[config.mk]
export PLATFORM = sky130hd
export DESIGN_NAME = obi_edge_irq_ctrl_flat
export DESIGN_NICKNAME = d
export VERILOG_FILES = /design/src/rtl/obi_edge_irq_ctrl_if.sv /design/src/rtl/obi_edge_irq_ctrl.sv /design/src/flat_wrapper.sv
export SDC_FILE = /design/constraint.sdc
export NUM_CORES = 1
export LEC_CHECK = 0
export BUFFER_PORTS_ARGS = -buffer_cell sky130_fd_sc_hd__buf_2
export CAP_MARGIN = 0
export CORE_MARGIN = 4
export CORE_UTILIZATION = 30
export CTS_BUF_LIST = sky130_fd_sc_hd__clkbuf_8 sky130_fd_sc_hd__clkbuf_16
export DETAILED_ROUTE_END_ITERATION = 12
export GPL_TIMING_DRIVEN = 0
export PLACE_DENSITY = 0.5
export SYNTH_ARGS = -nofsm -noshare
export SYNTH_HDL_FRONTEND = slang
export SYNTH_SLANG_ARGS = --single-unit
[constraint.sdc]
create_clock -name clk_i -period 2.5 [get_ports clk_i]
set_input_delay 0.25 -clock clk_i [delete_from_list [all_inputs] [get_ports clk_i]]
set_output_delay 0.25 -clock clk_i [all_outputs]
set_load 0.01 [all_outputs]
[src/rtl/obi_edge_irq_ctrl_if.sv]
// OBI subordinate bus bundle for obi_edge_irq_ctrl.
// The master modport drives requests; the slave modport answers them.
interface obi_edge_irq_ctrl_if;
  logic        req;
  logic        gnt;
  logic [31:0] addr;
  logic        we;
  logic [3:0]  be;
  logic [31:0] wdata;
  logic        aid;
  logic        rvalid;
  logic [31:0] rdata;
  logic        rid;
  logic        err;

  modport master (output req, addr, we, be, wdata, aid,
                  input  gnt, rvalid, rdata, rid, err);
  modport slave  (input  req, addr, we, be, wdata, aid,
                  output gnt, rvalid, rdata, rid, err);
endinterface

[src/rtl/obi_edge_irq_ctrl.sv]
// Multi-channel edge-detect interrupt controller with an OBI register port.
// Optional input debouncing is compiled in with EDGE_IRQ_DEBOUNCE_EN.
module obi_edge_irq_ctrl #(
  parameter int unsigned NumChannels    = 16,
  parameter int unsigned CntWidth       = 16,
  parameter int unsigned DebounceCycles = 4
) (
  input  logic                   clk_i,
  input  logic                   rst_ni,
  obi_edge_irq_ctrl_if.slave     bus,
  input  logic [NumChannels-1:0] gpio_i,
  output logic                   irq_o
);
  localparam int unsigned MW = 2 * NumChannels;

  logic                   en_q, en_d;
  logic [MW-1:0]          mode_q, mode_d;
  logic [NumChannels-1:0] irq_en_q, irq_en_d;
  logic [NumChannels-1:0] pending_q, pending_d;
  logic [NumChannels-1:0] prev_q, prev_d;
  logic [CntWidth-1:0]    cnt_q, cnt_d;
  logic                   rvalid_q, rvalid_d;
  logic [31:0]            rdata_q, rdata_d;
  logic                   rid_q, rid_d;
  logic                   err_q, err_d;

  logic [NumChannels-1:0] filt;
  logic [NumChannels-1:0] edge_det;
  logic [NumChannels-1:0] w1c;
  logic [31:0]            wmask;
  logic [31:0]            rd_val;
  logic [5:0]             idx;
  logic                   idx_ok;
  logic                   wr_ok;
  logic                   cnt_clr;
  logic                   unused_bus;

  assign idx        = bus.addr[7:2];
  assign idx_ok     = (idx <= 6'd5);
  assign wr_ok      = bus.req & bus.we & idx_ok;
  assign wmask      = {{8{bus.be[3]}}, {8{bus.be[2]}}, {8{bus.be[1]}}, {8{bus.be[0]}}};
  assign unused_bus = ^{bus.addr[31:8], bus.addr[1:0], bus.wdata};

`ifdef EDGE_IRQ_DEBOUNCE_EN
  localparam int unsigned DbW = $clog2(DebounceCycles + 1);
  localparam logic [DbW-1:0] DbLast = DbW'(DebounceCycles - 1);

  logic [NumChannels-1:0][DbW-1:0] db_cnt_q, db_cnt_d;
  logic [NumChannels-1:0]          filt_q, filt_d;

  // A channel flips only after DebounceCycles consecutive disagreeing samples.
  always_comb begin
    db_cnt_d = db_cnt_q;
    filt_d   = filt_q;
    for (int i = 0; i < NumChannels; i++) begin
      if (gpio_i[i] != filt_q[i]) begin
        if (db_cnt_q[i] == DbLast) begin
          filt_d[i]   = gpio_i[i];
          db_cnt_d[i] = '0;
        end else begin
          db_cnt_d[i] = db_cnt_q[i] + DbW'(1);
        end
      end else begin
        db_cnt_d[i] = '0;
      end
    end
  end

  always_ff @(posedge clk_i or negedge rst_ni) begin
    if (!rst_ni) begin
      db_cnt_q <= '0;
      filt_q   <= '0;
    end else begin
      db_cnt_q <= db_cnt_d;
      filt_q   <= filt_d;
    end
  end

  assign filt = filt_q;
`else
  assign filt = gpio_i;
`endif

  always_comb begin
    edge_det = '0;
    for (int i = 0; i < NumChannels; i++) begin
      unique case (mode_q[2*i +: 2])
        2'd1:    edge_det[i] = filt[i] & ~prev_q[i];
        2'd2:    edge_det[i] = ~filt[i] & prev_q[i];
        2'd3:    edge_det[i] = filt[i] ^ prev_q[i];
        default: edge_det[i] = 1'b0;
      endcase
    end
    edge_det = edge_det & {NumChannels{en_q}};
  end

  always_comb begin
    en_d     = en_q;
    mode_d   = mode_q;
    irq_en_d = irq_en_q;
    w1c      = '0;
    cnt_clr  = 1'b0;
    prev_d   = filt;
    if (wr_ok) begin
      case (idx)
        6'd0: if (bus.be[0]) en_d = bus.wdata[0];
        6'd1: mode_d = (mode_q & ~wmask[MW-1:0]) | (bus.wdata[MW-1:0] & wmask[MW-1:0]);
        6'd2: irq_en_d = (irq_en_q & ~wmask[NumChannels-1:0])
                       | (bus.wdata[NumChannels-1:0] & wmask[NumChannels-1:0]);
        6'd3: w1c = bus.wdata[NumChannels-1:0] & wmask[NumChannels-1:0];
        6'd5: cnt_clr = |bus.be;
        default: ;
      endcase
    end

    // A hardware set in the same cycle as a W1C leaves the flag set.
    pending_d = (pending_q & ~w1c) | edge_det;

    cnt_d = cnt_q;
    if (cnt_clr) begin
      cnt_d = CntWidth'(|edge_det);
    end else if ((|edge_det) && (cnt_q != {CntWidth{1'b1}})) begin
      cnt_d = cnt_q + CntWidth'(1);
    end

    case (idx)
      6'd0:    rd_val = {31'b0, en_q};
      6'd1:    rd_val = 32'(mode_q);
      6'd2:    rd_val = 32'(irq_en_q);
      6'd3:    rd_val = 32'(pending_q);
      6'd4:    rd_val = 32'(filt);
      6'd5:    rd_val = 32'(cnt_q);
      default: rd_val = '0;
    endcase

    rvalid_d = bus.req;
    rid_d    = bus.req ? bus.aid : 1'b0;
    err_d    = bus.req & ~idx_ok;
    rdata_d  = (bus.req & ~bus.we & idx_ok) ? rd_val : 32'h0;
  end

  always_ff @(posedge clk_i or negedge rst_ni) begin
    if (!rst_ni) begin
      en_q      <= 1'b0;
      mode_q    <= '0;
      irq_en_q  <= '0;
      pending_q <= '0;
      prev_q    <= '0;
      cnt_q     <= '0;
      rvalid_q  <= 1'b0;
      rdata_q   <= '0;
      rid_q     <= 1'b0;
      err_q     <= 1'b0;
    end else begin
      en_q      <= en_d;
      mode_q    <= mode_d;
      irq_en_q  <= irq_en_d;
      pending_q <= pending_d;
      prev_q    <= prev_d;
      cnt_q     <= cnt_d;
      rvalid_q  <= rvalid_d;
      rdata_q   <= rdata_d;
      rid_q     <= rid_d;
      err_q     <= err_d;
    end
  end

  assign bus.gnt    = bus.req;
  assign bus.rvalid = rvalid_q;
  assign bus.rdata  = rdata_q;
  assign bus.rid    = rid_q;
  assign bus.err    = err_q;
  assign irq_o      = |(pending_q & irq_en_q);
endmodule
[src/flat_wrapper.sv]
// flat-port wrapper written by rule: the top's interface ports become plain ports
module obi_edge_irq_ctrl_flat 
#(
  parameter int unsigned NumChannels    = 16,
  parameter int unsigned CntWidth       = 16,
  parameter int unsigned DebounceCycles = 4
)
  (clk_i, rst_ni, gpio_i, irq_o, bus_req, bus_addr, bus_we, bus_be, bus_wdata, bus_aid, bus_gnt, bus_rvalid, bus_rdata, bus_rid, bus_err);
  obi_edge_irq_ctrl_if bus_i ();
  input  logic clk_i;
  input  logic rst_ni;
  input  logic [NumChannels-1:0] gpio_i;
  output logic irq_o;
  input wire logic [$bits(bus_i.req)-1:0] bus_req;
  input wire logic [$bits(bus_i.addr)-1:0] bus_addr;
  input wire logic [$bits(bus_i.we)-1:0] bus_we;
  input wire logic [$bits(bus_i.be)-1:0] bus_be;
  input wire logic [$bits(bus_i.wdata)-1:0] bus_wdata;
  input wire logic [$bits(bus_i.aid)-1:0] bus_aid;
  output wire logic [$bits(bus_i.gnt)-1:0] bus_gnt;
  output wire logic [$bits(bus_i.rvalid)-1:0] bus_rvalid;
  output wire logic [$bits(bus_i.rdata)-1:0] bus_rdata;
  output wire logic [$bits(bus_i.rid)-1:0] bus_rid;
  output wire logic [$bits(bus_i.err)-1:0] bus_err;
  assign bus_i.req = bus_req;
  assign bus_i.addr = bus_addr;
  assign bus_i.we = bus_we;
  assign bus_i.be = bus_be;
  assign bus_i.wdata = bus_wdata;
  assign bus_i.aid = bus_aid;
  assign bus_gnt = bus_i.gnt;
  assign bus_rvalid = bus_i.rvalid;
  assign bus_rdata = bus_i.rdata;
  assign bus_rid = bus_i.rid;
  assign bus_err = bus_i.err;
  obi_edge_irq_ctrl #(.NumChannels(NumChannels), .CntWidth(CntWidth), .DebounceCycles(DebounceCycles)) u_core (.clk_i(clk_i), .rst_ni(rst_ni), .bus(bus_i), .gpio_i(gpio_i), .irq_o(irq_o));
endmodule
==> impl_metrics.csv, run 1 <==
group,metric,value,unit
sta,drv_slew,0,
sta,setup_viol,0,
place,place_inst,981,
layout,fin_cells,1028,
layout,diodes,0,
sta,min_period_over_period,0.9617,
detailed_routing,wl_met1,8.949,mm
detailed_routing,met2_length,9.177,mm
cts,clkLatencyLatePin,420,ps
place,gp_congestion,0.8824,
setup_path,critPathMaxFanout,10,
power_and_ir_drop,ir_drop,0.4573,mV
detailed_routing,viasPerCell,5.175,
worst_hold_path,min_to,"u_core.prev_q[5]",
place,placed_area,7385,um2
cts,cts_max_level,4,
worst_hold_path,hold_path_depth,1,
sta,slew_headroom,0.3673,
yosys,syn_area,6516,um2
detailed_routing,final_antenna_net_count,0,
detailed_routing,route.detailed.wl_per_inst,19.08,um
floorplanning,core,21220,um2
power_and_ir_drop,power_density,624.9,nW/um2
global_route,overflow,0,
yosys,ys_async_sr_fraction,1.000,
floorplanning,die_area,24140,um2
place,io_buffer_count,98,
power_and_ir_drop,sw_frac_of_total,0.2662,
sta,hold_slack,26.94,ps
place,dp_hpwl,14.32,mm
floorplanning,core.rowCount,53,
detailed_routing,first_iter_violations,313,
cts,cts.sinks,132,
cts,cts.clk_slew.worst_paths,60,ps
power_and_ir_drop,p_leak,4.037,nW
global_route,grt_pass1_vias,5577,
setup_path,critPathLaunchType,"register",
global_route,antenna_found_initial,1,
yosys,synth_cell_type_count,43,
power_and_ir_drop,pwr-share-seq,0.449,
detailed_routing,met3_length,1.199,mm
yosys,yosys_most_used_dff,"dfrtp_1",
yosys,syn_inst,607,
global_route,grt_use_total,0.1661,
layout,area_growth,26.79,%
flow_run,maxCapViolCount,0,
floorplanning,fp.dieH,155.4,um
sta,finalHoldViolCount,0,
setup_path,ff2ff_path_depth,9,
cts,postCtsSetupBuffers,0,
detailed_routing,vias,5320,
power_and_ir_drop,internal_power,0.003789,W
power_and_ir_drop,pwr-share-clk,0.471,
yosys,synth.avg_cell_area,10.74,um2
worst_hold_path,min-delay-start,"gpio_i[5]",
sta,fmax,415.9,MHz
sta,post-route-min-period,2404,ps
power_and_ir_drop,power_switching,0.001374,W
setup_path,worstPathRequired,2810,ps
yosys,seq_area_frac_synth,0.5069,
cts,cts_root_buf,"clkbuf_16",
layout,drive_gt1_frac,0.2603,
cts,cts.path.max_buffers,2,
floorplanning,start_util,0.3071,
layout,fin_area,8262,um2
layout,nets,862,
run_status,outcome,"finished clean",
yosys,synth-seq-cells,132,
detailed_routing,drc_errors,0,
floorplanning,fp.dieW,155.4,um
setup_path,r2r_end,"u_core.cnt_q[14]",
setup_path,r2r_start,"u_core.prev_q[10]",
worst_hold_path,hold_path_class,"in2reg",
sta,clock_skew,7.564,ps
yosys,syn_nets,729,
layout,nFillCells,2146,
yosys,yosys_warnings,0,
setup_path,cp-end-kind,"register",
global_route,grt_max_degree,96,
yosys,synth-edff-count,0,
sta,rsz0062_at_grt,"false",
floorplanning,ioPinCount,126,
setup_path,r2r_setup_slack,100,ps
setup_path,critPathKind,"reg2reg",
cts,cts_tree,"built",
sta,worstMarginPinSlew,941.2,ps
global_route,grt_pass1_wl,31.10,mm
setup_path,crit_arrival,2710,ps
detailed_routing,wirelength,19.61,mm
power_and_ir_drop,p_comb_frac,0.080,
detailed_routing,dr.pass1.iters,5,
cts,cts_buffers,17,
detailed_routing,routed.top_layer,"met5",
synth_stat cells (2+ instances only):
cell      instances  area (um2)
dfrtp_1         132        3303
inv_1            51       191.4
nand2b_1         48       300.3
a21oi_1          39       195.2
ha_1             33       412.9
nand2_1          33       123.9
mux2_2           28       315.3
and3_1           23       143.9
nor2_1           23       86.33
a221oi_1         20       175.2
o21ai_0          19       95.09
mux2i_1          18       180.2
nand3_1          17       85.08
a311oi_1         16       140.1
clkbuf_1         14       52.55
mux2_1           12       135.1
o21ai_1           9       45.04
nor4_1            8       50.05
or4_1             7       52.55
nand4_1           6       37.54
o31ai_1           6       45.04
or3_1             5       31.28
a22o_1            4       35.03
buf_2             4       20.02
o21a_1            4       30.03
o31a_1            4       35.03
nor3_1            3       15.01
nor3_2            3       30.03
o211ai_1          3       22.52
buf_6             2       22.52
power by group through the flow:
stage	Sequential (W)	Clock, W	Combinational [W]
detailed placement	0.00235	0	0.000391
global route	0.00233	0.00257	0.000479
global placement	0.00235	0	0.000365
floorplan	0.00232	0	0.000205
CTS	0.00231	0.00248	0.000417
finish	0.00232	0.00243	0.000415
how the worst max path moves through the flow:
stage               slack (ps)  cells after the start              start             endpoint
global placement          -660                      1             rst_ni  u_core.bus.rdata[3]
global route               0.8                      8   u_core.prev_q[0]     u_core.cnt_q[12]
CTS                         40                      9        u_core.en_q     u_core.cnt_q[14]
detailed placement        -320                     10        u_core.en_q     u_core.cnt_q[14]
floorplan                  270                      9   u_core.prev_q[3]     u_core.cnt_q[10]
finish                     100                      9  u_core.prev_q[10]     u_core.cnt_q[14]
area by class of cell:
cell class / count / area, um2 / area share
Sequential cell: 132 / 3303 / 0.3998
Tap cell: 275 / 344.1 / 0.04165
Timing Repair Buffer: 115 / 684.4 / 0.08284
Clock buffer: 17 / 425.4 / 0.05149
Inverter: 52 / 197.7 / 0.02393
Clock inverter: 15 / 148.9 / 0.01802
Multi-Input combinational cell: 400 / 3044 / 0.3685
Buffer: 22 / 113.9 / 0.01378
stage by stage:
step	setup TNS (ps)	util	worst slack, ps	total power [W]
floorplan	0	-	266.8	0.002520
global placement	-88300	0.3464	-660.3	0.002713
detailed placement	-3407	0.3480	-324.6	0.002744
CTS	0	0.3879	39.70	0.005208
global route	0	0.3893	0.8333	0.005376
finish	0	0.3893	95.66	0.005163
critical path, stage by stage, from the launching register on:
cell	delay (ps)
dfrtp_1	380
ha_1	270
nand2b_1	110
a311oi_2	140
nor4_1	390
and4_4	340
buf_6	150
buf_2	230
nor2_1	80
o211a_1	200
cells by family (layout without fill, tap and decap cells):
group / after synthesis / in the layout / synth area share
and+or+nand+nor: 182 / 182 / 0.1567
DFF: 132 / 132 / 0.5069
AOI/OAI and AO/OA: 127 / 127 / 0.1292
buffers and inverters: 75 / 221 / 0.04704
muxes: 58 / 58 / 0.09677
adders and majority gates: 33 / 33 / 0.06336
cells in the final DEF, fill, tap and decap left out, drive strengths merged, types with 17 or more instances in the layout:
cell type / Yosys / layout
ha: 33 / 33
mux2i: 18 / 18
a21oi: 39 / 39
a221oi: 20 / 20
o21ai: 28 / 28
nand2: 33 / 33
inv: 52 / 57
nand2b: 48 / 48
nor2: 24 / 24
clkbuf: 15 / 29
mux2: 40 / 40
and3: 23 / 23
buf: 8 / 109
nand3: 17 / 17
dfrtp: 132 / 132
routing by layer:
metal  GRT usage  up-vias
li1            -     2445
met1      0.2253     2711
met2      0.2598      138
met3     0.04590       24
met4     0.04960        2
met5           0        -
what timing repair did:
action,in CTS,in global routing
pin swaps,3,1
hold buffers,16,0
setup endpoints to repair,16,15
endpoints found under the hold margin,52,0
gates resized for setup,22,9
Note: power is estimated with default switching activity, not from simulation.
==> run 2: changes to the inputs <==
--- a/config.mk
+++ b/config.mk
@@ -12,7 +12,6 @@
 export CTS_BUF_LIST = sky130_fd_sc_hd__clkbuf_8 sky130_fd_sc_hd__clkbuf_16
 export DETAILED_ROUTE_END_ITERATION = 12
 export GPL_TIMING_DRIVEN = 0
-export PLACE_DENSITY = 0.5
 export SYNTH_ARGS = -nofsm -noshare
 export SYNTH_HDL_FRONTEND = slang
 export SYNTH_SLANG_ARGS = --single-unit
==> run 2 against run 1 <==
Routed wire length decreased by 2.2%. Maximum frequency increased by 0.42%. Worst setup slack improved by 10 ps. Combinational power about the same. Register-to-register slack about the same. Critical path type unchanged.
==> impl_metrics.csv, run 2 (same netlist as run 1, synthesis figures left out) <==
group,metric,value,unit
run_status,outcome,"finished clean",
floorplanning,fp.dieH,155.4,um
layout,fin_util,0.3913,
layout,regArea,3303,um2
floorplanning,ioPinCount,126,
sta,fmax,417.7,MHz
sta,hold_slack,37.99,ps
floorplanning,die_area,24140,um2
setup_path,worstPathRequired,2820,ps
power_and_ir_drop,p_leak,4.054,nW
layout,layout_commonest_cell,"dfrtp_1",
setup_path,critPathLaunchType,"register",
layout,nets,867,
floorplanning,core,21220,um2
sta,drv_slew,0,
cts,cts_root_buf,"clkbuf_16",
layout,diodes,0,
sta,post-route-min-period,2394,ps
cts,cts.clk_slew.worst_paths,60,ps
place,gp_congestion,0.8899,
place,io_buffer_count,98,
cts,cts.sinks,132,
detailed_routing,final_antenna_net_count,0,
detailed_routing,viasPerCell,5.148,
detailed_routing,first_iter_violations,341,
cts,cts_max_level,4,
sta,clock_skew,13.81,ps
sta,setup_tns,0,ps
layout,fin_area,8304,um2
global_route,grt_max_degree,89,
global_route,overflow,0,
layout,nFillCells,2142,
detailed_routing,dr.pass1.iters,5,
detailed_routing,route.detailed.wl_per_inst,18.57,um
setup_path,critPathMaxFanout,4,
layout,area_growth,27.44,%
cts,clkLatencyLatePin,430,ps
detailed_routing,wirelength,19.18,mm
worst_hold_path,hold_path_class,"in2reg",
cts,cts.path.max_buffers,2,
sta,setup_viol,0,
global_route,grt_pass1_vias,5342,
layout,multiInputGateArea,3059,um2
power_and_ir_drop,ir_drop,0.4146,mV
sta,worstMarginPinSlew,955.6,ps
setup_path,critPathKind,"reg2reg",
global_route,grt_pass1_wl,30.70,mm
power_and_ir_drop,p_total,0.005136,W
floorplanning,core.rowCount,53,
sta,finalHoldViolCount,0,
cts,cts_tree,"built",
layout,drive_gt1_frac,0.2639,
place,placed_area,7385,um2
floorplanning,fp.dieW,155.4,um
layout,layout_common_cells,"dfrtp_1, buf_2, inv_1, nand2b_1, a21oi_1",
detailed_routing,vias,5318,
power_and_ir_drop,power_density,618.5,nW/um2
floorplanning,start_util,0.3071,
setup_path,crit_arrival,2710,ps
sta,min_period_over_period,0.9577,
setup_path,cp-end-kind,"register",
cts,cts_buffers,17,
place,dp_hpwl,13.89,mm
flow_run,maxCapViolCount,0,
global_route,antenna_found_initial,0,
global_route,grt_use_total,0.1650,
sta,slew_headroom,0.3595,
detailed_routing,drc_errors,0,
-- run 2: layout make-up --
type,instances,area share
sequential,132,0.3978
multi-input combinational,400,0.3684
timing repair buffer,120,0.08754
clock buffer,17,0.05123
tap,275,0.04143
inverter,52,0.02381
clock inverter,15,0.01582
buffer,22,0.01401
-- run 2: metrics by stage --
step | std cells | setup WS, ps
3_3_place_gp | 980 | -782.9
3_5_place_dp | 981 | -460.6
4_1_cts | 1032 | 0.6168
2_1_floorplan | 607 | 266.8
5_1_grt | 1033 | -5.253
6_report | 1033 | 105.8
-- run 2: path summary, 6_finish.rpt --
| kind | end | slack, ps | cells past startpoint | startpoint |
|---|---|---|---|---|
| max in group asynchronous | u_core.prev_q[15] | 1390 | 3 | rst_ni |
| max reg2reg | u_core.cnt_q[14] | 110 | 8 | u_core.prev_q[0] |
| min | u_core.bus.rid | 40 | 2 | bus_aid |
| min reg2reg | register | 540 | 1 | register |
| max | u_core.cnt_q[14] | 110 | 8 | u_core.prev_q[0] |
| min in group asynchronous | u_core.bus.rdata[3] | 310 | 2 | rst_ni |
-- run 2: routing by layer --
layer / part of all wire / vias up / track usage / wire length [um]
li1: - / 2466 / - / -
met1: 0.46 / 2663 / 0.2280 / 8778
met2: 0.48 / 166 / 0.2627 / 9145
met3: 0.054 / 23 / 0.03477 / 1029
met4: 0.012 / 0 / 0.04669 / 228
met5: 0 / - / 0 / 0
-- run 2: critical path: stages, from the launching register on --
cell,delay [ps]
dfrtp_1,390
ha_1,270
nand2b_1,150
a311oi_2,380
nor4_2,110
and4_4,220
buf_4,140
or4b_4,500
o211a_1,140
-- run 2: what timing repair did --
item                                    CTS  global route
setup buffers                             2             1
endpoints found under the setup margin   16            11
resized for setup                        21            11
hold buffers                             18             0
pin swaps                                 6             4
endpoints found under the hold margin    61             0
-- run 2: power by group --
group | switching, W | internal (W)
Sequential | 0.0000903 | 0.00222
Combinational | 0.000233 | 0.000180
Clock | 0.00103 | 0.00137
Total | 0.00136 | 0.00378
